### config.mk
export PLATFORM = sky130hd
export DESIGN_NAME = control_unit
export DESIGN_NICKNAME = d
export VERILOG_FILES = /design/src/rtl/control_unit.sv
export SDC_FILE = /design/constraint.sdc
export NUM_CORES = 2
export LEC_CHECK = 0
export BUFFER_PORTS_ARGS = -buffer_cell sky130_fd_sc_hd__buf_4
export CAP_MARGIN = 20
export CORE_ASPECT_RATIO = 2
export CORE_UTILIZATION = 45
export DETAILED_ROUTE_END_ITERATION = 8
export GPL_ROUTABILITY_DRIVEN = 0
export PLACE_DENSITY = 0.67
export SLEW_MARGIN = 20
export SYNTH_ARGS = -nofsm -noshare
export SYNTH_HDL_FRONTEND = slang
export SYNTH_SLANG_ARGS = --single-unit
### constraint.sdc
create_clock -name clk -period 3.22 [get_ports clk]
set_input_delay 0.161 -clock clk [delete_from_list [all_inputs] [get_ports clk]]
set_output_delay 0.161 -clock clk [all_outputs]
set_load 0.02 [all_outputs]
### src/rtl/control_unit.sv
// Purpose: main instruction decode, ALU control decode and a doubleword data memory.
// Latency: decode and memory read are combinational (zero cycles); memory writes land on the next core edge.
// Backpressure: none; every opcode is accepted every cycle and the memory never stalls.
module control_unit #(
    parameter int MEM_WORDS = 32,
    parameter int DATA_W    = 64
) (
    input  logic              clk,
    input  logic              rst_n,
    input  logic [6:0]        opcode,
    input  logic [10:0]       funct,
    input  logic [DATA_W-1:0] mem_addr,
    input  logic [DATA_W-1:0] mem_wdata,
    output logic              reg_to_loc,
    output logic              branch,
    output logic              mem_read,
    output logic              mem_to_reg,
    output logic              mem_write,
    output logic              alu_src,
    output logic              reg_write,
    output logic [1:0]        alu_op,
    output logic [3:0]        alu_ctrl,
    output logic [DATA_W-1:0] mem_rdata
);

    localparam int AW = (MEM_WORDS > 1) ? $clog2(MEM_WORDS) : 1;

    localparam logic [6:0] OP_RTYPE = 7'b0110011;
    localparam logic [6:0] OP_LOAD  = 7'b0000011;
    localparam logic [6:0] OP_ADDI  = 7'b0010011;
    localparam logic [6:0] OP_STORE = 7'b0100011;
    localparam logic [6:0] OP_BRANCH = 7'b1100011;

    localparam logic [3:0] ALU_AND = 4'b0000;
    localparam logic [3:0] ALU_ORR = 4'b0001;
    localparam logic [3:0] ALU_ADD = 4'b0010;
    localparam logic [3:0] ALU_SUB = 4'b0110;
    localparam logic [3:0] ALU_BAD = 4'b1111;

    logic [DATA_W-1:0] mem [MEM_WORDS];
    logic [AW-1:0]     word_idx;
    logic              unused_addr_bits;

    // Byte offset and bits above the memory depth are dropped: misaligned
    // accesses hit the containing doubleword and addresses wrap.
    assign word_idx = mem_addr[AW+2:3];
    assign unused_addr_bits = ^mem_addr;

    // Main decode: unknown opcodes leave every strobe low so nothing changes state.
    always_comb begin
        reg_to_loc = 1'b0;
        branch     = 1'b0;
        mem_read   = 1'b0;
        mem_to_reg = 1'b0;
        mem_write  = 1'b0;
        alu_src    = 1'b0;
        reg_write  = 1'b0;
        alu_op     = 2'b00;
        case (opcode)
            OP_RTYPE: begin
                reg_write = 1'b1;
                alu_op    = 2'b10;
            end
            OP_LOAD: begin
                alu_src    = 1'b1;
                mem_to_reg = 1'b1;
                reg_write  = 1'b1;
                mem_read   = 1'b1;
            end
            OP_ADDI: begin
                alu_src   = 1'b1;
                reg_write = 1'b1;
            end
            OP_STORE: begin
                reg_to_loc = 1'b1;
                alu_src    = 1'b1;
                mem_write  = 1'b1;
            end
            OP_BRANCH: begin
                reg_to_loc = 1'b1;
                branch     = 1'b1;
                alu_op     = 2'b01;
            end
            default: ;
        endcase
    end

    // ALU control: address/branch classes are fixed, register ops decode funct.
    always_comb begin
        alu_ctrl = ALU_BAD;
        case (alu_op)
            2'b00: alu_ctrl = ALU_ADD;
            2'b01: alu_ctrl = ALU_SUB;
            default: begin
                case (funct)
                    11'b10001011000: alu_ctrl = ALU_ADD;
                    11'b11001011000: alu_ctrl = ALU_SUB;
                    11'b10001010000: alu_ctrl = ALU_AND;
                    11'b10101010000: alu_ctrl = ALU_ORR;
                    default:         alu_ctrl = ALU_BAD;
                endcase
            end
        endcase
    end

    // Data memory: reset wipes every word immediately; otherwise single-cycle store.
    always_ff @(posedge clk or negedge rst_n) begin
        if (!rst_n) begin
            for (int i = 0; i < MEM_WORDS; i++) begin
                mem[i] <= '0;
            end
        end else if (mem_write) begin
            mem[word_idx] <= mem_wdata;
        end
    end

    // Unbypassed read: same-word store shows the old value until the edge.
    assign mem_rdata = mem_read ? mem[word_idx] : '0;

endmodule

; ---- Yosys cells after proc, flatten, opt, wreduce, memory -nomap -nowiden
; Cells that the tools add are included.
; Widths: inputs -> output; s select.
[word_totals]
reg_bits = 2048
elab_cells = 66
[op_classes]
n_lt_le_gt_ge = 2
n_eq_ne = 10
n_mux = 16
n_bitwise = 1
reduce_logical = 5
[ops]
columns = op, count
row1 = $bwmux 2048, 1
row2 = $bmux 64 s5, 1
row3 = $demux 64 s5, 1
row4 = $mux 64, 4
row5 = $eq 11x11->1 const B, 4
row6 = $pmux 4 s4, 1
row7 = $eq 7x6->1 const B, 2
row8 = $pmux 4 s2, 1
row9 = $eq 7x2->1 const B, 1
row10 = $eq 7x5->1 const B, 1
row11 = $eq 7x7->1 const B, 1
row12 = $ge 6x6->1 const B, 1
row13 = $lt 6x1->1 const B, 1
row14 = $mux 1, 6
row15 = $not 5->6, 1
row16 = $reduce_or 3->1, 2
row17 = $pmux 2 s2, 1
row18 = $eq 2x1->1 const B, 1
row19 = $logic_not 2->1, 1
row20 = $reduce_or 2->1, 1
row21 = $logic_and 1x1->1, 1

; ---- Logic depth before layout (Yosys ltp)
[logic_depth]
word_depth = 6
depth_mapped = 9

; ---- Worst setup path after synthesis
; Ideal clock, no wire load.
[synth_timing]
path_kind = input port to flip-flop
from = input opcode[2]
to = register mem[475] (netlist name)
setup_time_ns = 0.125
arrival_ns = 2.080
t_required_ns = 3.095
path_slack_ns = 1.016
stages = 6
path_cell_list = nand4bb_4 -> or4_1 -> buf_6 -> nor4_4 -> buf_6 -> mux2_2
[synth_between]
elab_chain_cells = 2
[synth_rtl]
columns = element, line
row1 = "start, declared", 10  ; input logic [6:0] opcode,
row2 = $eq 7x6->1, 59  ; case (opcode)
row3 = $mux 1, 59
row4 = "end signal, assigned by index", 113  ; mem[word_idx] <= mem_wdata;
row5 = "end, declared", 40  ; logic [DATA_W-1:0] mem [MEM_WORDS];
; Every way passes these cells.
; A chain may end at the register's enable or synchronous reset.

; ---- Worst setup path after layout
[layout_timing]
from = input mem_addr[5]
to = output mem_rdata[16]
[layout_between]
elab_chain_cells = 5
[layout_rtl]
columns = element, line
row1 = "start, declared", 12  ; input logic [DATA_W-1:0] mem_addr,
row2 = $not 5->6 (implied by the code), 118  ; assign mem_rdata = mem_read ? mem[word_idx] : '0;
row3 = $bmux 64 s5, 118
row4 = $mux 64 (implied by the code) (2 in series), 118
row5 = $mux 64, 118
row6 = "end, declared", 23  ; output logic [DATA_W-1:0] mem_rdata
; Every way passes these cells. The select of a mux whose other input is x is not followed.

==> flow_summary.ini <==
[worst_setup_path]
startpoint = mem_addr[5]
cp_top_family = simple AND/OR/NAND/NOR gates
path_class = in2out
slowest_stage = or4b_4
crit_chain = buf_4, or4b_4, buf_12, o22ai_1, nor2_1, a31oi_1, buf_4
crit_path_end = mem_rdata[16]
endpoint_kind = output pin
cp.buffers_inverters = 3
worstReg2RegStart = mem[1758]$_DFFE_PN0P_
critPathLaunchType = input pin
max_stage_delay_ns = 0.79
worstRegToRegCells = 1
critPathMostFrequentCell = buf_4
required_ns = 3.06
cp_max_fo = 36
crit_cells = 7
r2r_end = mem[1758]$_DFFE_PN0P_
regToRegSetupSlack_ns = 2.42
crit_arrival_ns = 2.69

[sta]
hold_viol = 0
fin_crit_ns = 2.85
setup_violations = 0
fin_hold_ws_ns = 0.307
fin_skew_ns = 0
max_freq_mhz = 351
grt_setup_unrepaired = false
relSlewSlack = 0.228
tightest_slew_ns = 1.16
fin_tns_setup_ns = 0
maxSlewViolCount = 0
finalCritPeriodShare = 0.886

[drt]
drtPass1Iterations = 5
wl_per_cell_um = 27.7
ant_nets = 0
route.detailed.drc = 0
vias_per_cell = 5.96
wl_mm = 263
drt_iter0_markers = 3844
num_vias = 56500

[floorplanning]
rows = 234
io_pins = 225
start_util = 0.454
die_h_um = 643
fp.dieArea_um2 = 207000
fp.dieW_um = 322
core_um2 = 203000

[synth]
synth_edf_count = 0
synth-simple-area-share = 0.0173
synth_top_area_frac = 0.555
ys_seq_area_frac = 0.555
async_reset_ff_frac = 1.00
yosysTopAreaCell = dfrtp_1
ys_ff_latch = 2048
ys_top_cells_by_area = dfrtp_1 55%, mux2_2 24%, mux2i_1 11%, o22ai_1 3.5%, clkbuf_1 1.9%
synth_compound_area_frac = 0.0393
ys_warn_count = 0
synth_top_family_by_area = multiplexers
synth_fa_ha_area_frac = 0
yosysUniqueCellTypes = 39
ys.flop_type = dfrtp_1
syn_area_um2 = 92400
synth_xor_area_frac = 0
synth_mux_area_frac = 0.361
avgSynthCellArea_um2 = 14.0
synth_fp_nets = 6763
synth_cells = 6615

[global_route]
grt-ovfl-total = 0
grt_pass1_vias = 60700
grt_pass1_wl_mm = 395
track_usage = 0.255
grt_max_degree = 125
grt_antenna_before_repair = 15

[finish]
multi_input_area_um2 = 38800
drive_above_1_share = 0.398
seq_area_um2 = 51200
final_nets = 6774
syn2layout_area_growth_pct = 13.0
final_util = 0.513
largest_register = mem
largest_reg_flops = 2048
top_regs = mem (2048)
nFillCells = 17200
final_area_um2 = 104000

[clock_tree]
cts.repair.resized = 0
cts_tree = built
cts_buffer_depth = 4
clock-sinks = 2048
cts-root-buf = clkbuf_16
htree_num_levels = 4
cts_buffers = 185
postCtsSetupBuffers = 0
clk_pin_slew_ns = 0.07
worst_skew_pair.late_latency_ns = 0.87

[placed_design]
placed_area_um2 = 97700
io_buffers = 165
dp_hpwl_mm = 150

[pwr]
p_leak_nw = 51.8
vdd.ir_drop.worst_mv = 0.421
power.density_nw_per_um2 = 486

[flow_run]
drv_cap = 0

[run_status]
outcome = completed

[worst_hold_path]
hp-class = in2reg
-- area by class of cell --
| class | instances | share of cell area |
|---|---|---|
| sequential | 2048 | 0.491 |
| multi-input combinational | 3930 | 0.372 |
| clock buffer | 278 | 0.0519 |
| timing repair buffer | 456 | 0.0468 |
| tap | 2714 | 0.0325 |
| clock inverter | 46 | 0.00506 |
| inverter | 5 | 0.000180 |
| antenna | 6 | 0.000144 |
-- per-stage QoR --
step	std cells	worst slack, ns	power [mW]
2_1_floorplan	6615	1.02	27.7
3_3_place_gp	9086	0.300	28.8
3_5_place_dp	9086	0.308	28.9
4_1_cts	9477	0.288	51.2
5_1_grt	9481	0.224	52.3
6_report	9483	0.368	50.7
-- Yosys cell counts (3+ instances only) --
library cell	instances
buf_2	106
mux2i_1	1024
buf_1	49
dfrtp_1	2048
a21oi_1	4
or4_1	3
mux2_2	1990
nor3_4	7
nor2b_1	5
nand4_1	8
nand3_1	11
nor3_2	7
nand2b_1	3
nand4b_1	4
inv_1	5
buf_6	7
nor4_1	64
or4b_2	4
nor2_1	133
o22ai_1	512
a31oi_1	64
mux2_1	58
nand4bb_1	6
clkbuf_1	468
nand2_1	7
-- timing repair --
action | 4_1_cts | 5_1_grt
hold buffers | 67 | 0
setup endpoints to repair | 0 | 0
endpoints found under the hold margin | 2845 | 0
-- routing by layer --
metal  vias to the layer above  track usage  wire length, µm
met5                         -            0               83
met1                     30400        0.307           104000
li1                      24200            -                -
met4                        14       0.0938             9650
met3                       571       0.0278            10400
met2                      1318        0.464           139000
-- worst min-delay path by stage --
stage	start	end	slack, ns	cells after the start
after global placement	rst_n	mem[1769]$_DFFE_PN0P_	0.21	1
after global routing	mem_addr[6]	mem[1824]$_DFFE_PN0P_	0.31	4
after floorplan	rst_n	mem[0]$_DFFE_PN0P_	-0.13	0
after detailed placement	rst_n	mem[1512]$_DFFE_PN0P_	0.22	1
final	mem_addr[5]	mem[1778]$_DFFE_PN0P_	0.31	5
after CTS	mem_addr[5]	mem[1778]$_DFFE_PN0P_	0.26	5
-- power by group --
| group | switching (mW) | internal (mW) | leakage (nW) | total, mW |
|---|---|---|---|---|
| sequential | 0.101 | 25.9 | 28.6 | 26.0 |
| combinational | 1.68 | 0.797 | 20.3 | 2.48 |
| clock | 9.79 | 12.4 | 2.94 | 22.2 |
| total | 11.6 | 39.1 | 51.8 | 50.7 |
-- cells in the final DEF (no fill, tap or decap), types with 3 or more instances in the layout --
| cell type | netlist | layout |
|---|---|---|
| dfrtp_1 | 2048 | 2048 |
| mux2_2 | 1990 | 1990 |
| mux2i_1 | 1024 | 1024 |
| o22ai_1 | 512 | 512 |
| buf_4 | 2 | 288 |
| clkbuf_16 | 0 | 188 |
| nor2_1 | 133 | 133 |
| buf_12 | 0 | 99 |
| dlygate4sd3_1 | 0 | 66 |
| nor4_1 | 64 | 64 |
| a31oi_1 | 64 | 64 |
| mux2_1 | 58 | 58 |
| clkbuf_1 | 468 | 53 |
| clkbuf_8 | 0 | 37 |
| clkinv_2 | 0 | 28 |
| nor3_4 | 7 | 14 |
| nand3_4 | 0 | 10 |
| bufinv_16 | 0 | 10 |
| nand4_1 | 8 | 8 |
| nand2_1 | 7 | 7 |
| nand4bb_4 | 1 | 7 |
| diode_2 | 0 | 6 |
| inv_1 | 5 | 5 |
| nor2b_1 | 5 | 5 |
| nand4b_1 | 4 | 4 |
| or4b_4 | 0 | 4 |
| a21oi_1 | 4 | 4 |
| inv_6 | 0 | 4 |
| nand2b_1 | 3 | 3 |
| buf_16 | 0 | 3 |
-- cells by family (layout without fill, tap and decap cells) --
| group | count (synthesis) | after routing |
|---|---|---|
| buffers and inverters | 637 | 785 |
| other | 0 | 6 |
| AOI/OAI and AO/OA | 581 | 581 |
| muxes | 3072 | 3072 |
| and+or+nand+nor | 277 | 277 |
| DFF | 2048 | 2048 |
(Power assumes the default switching activity.)
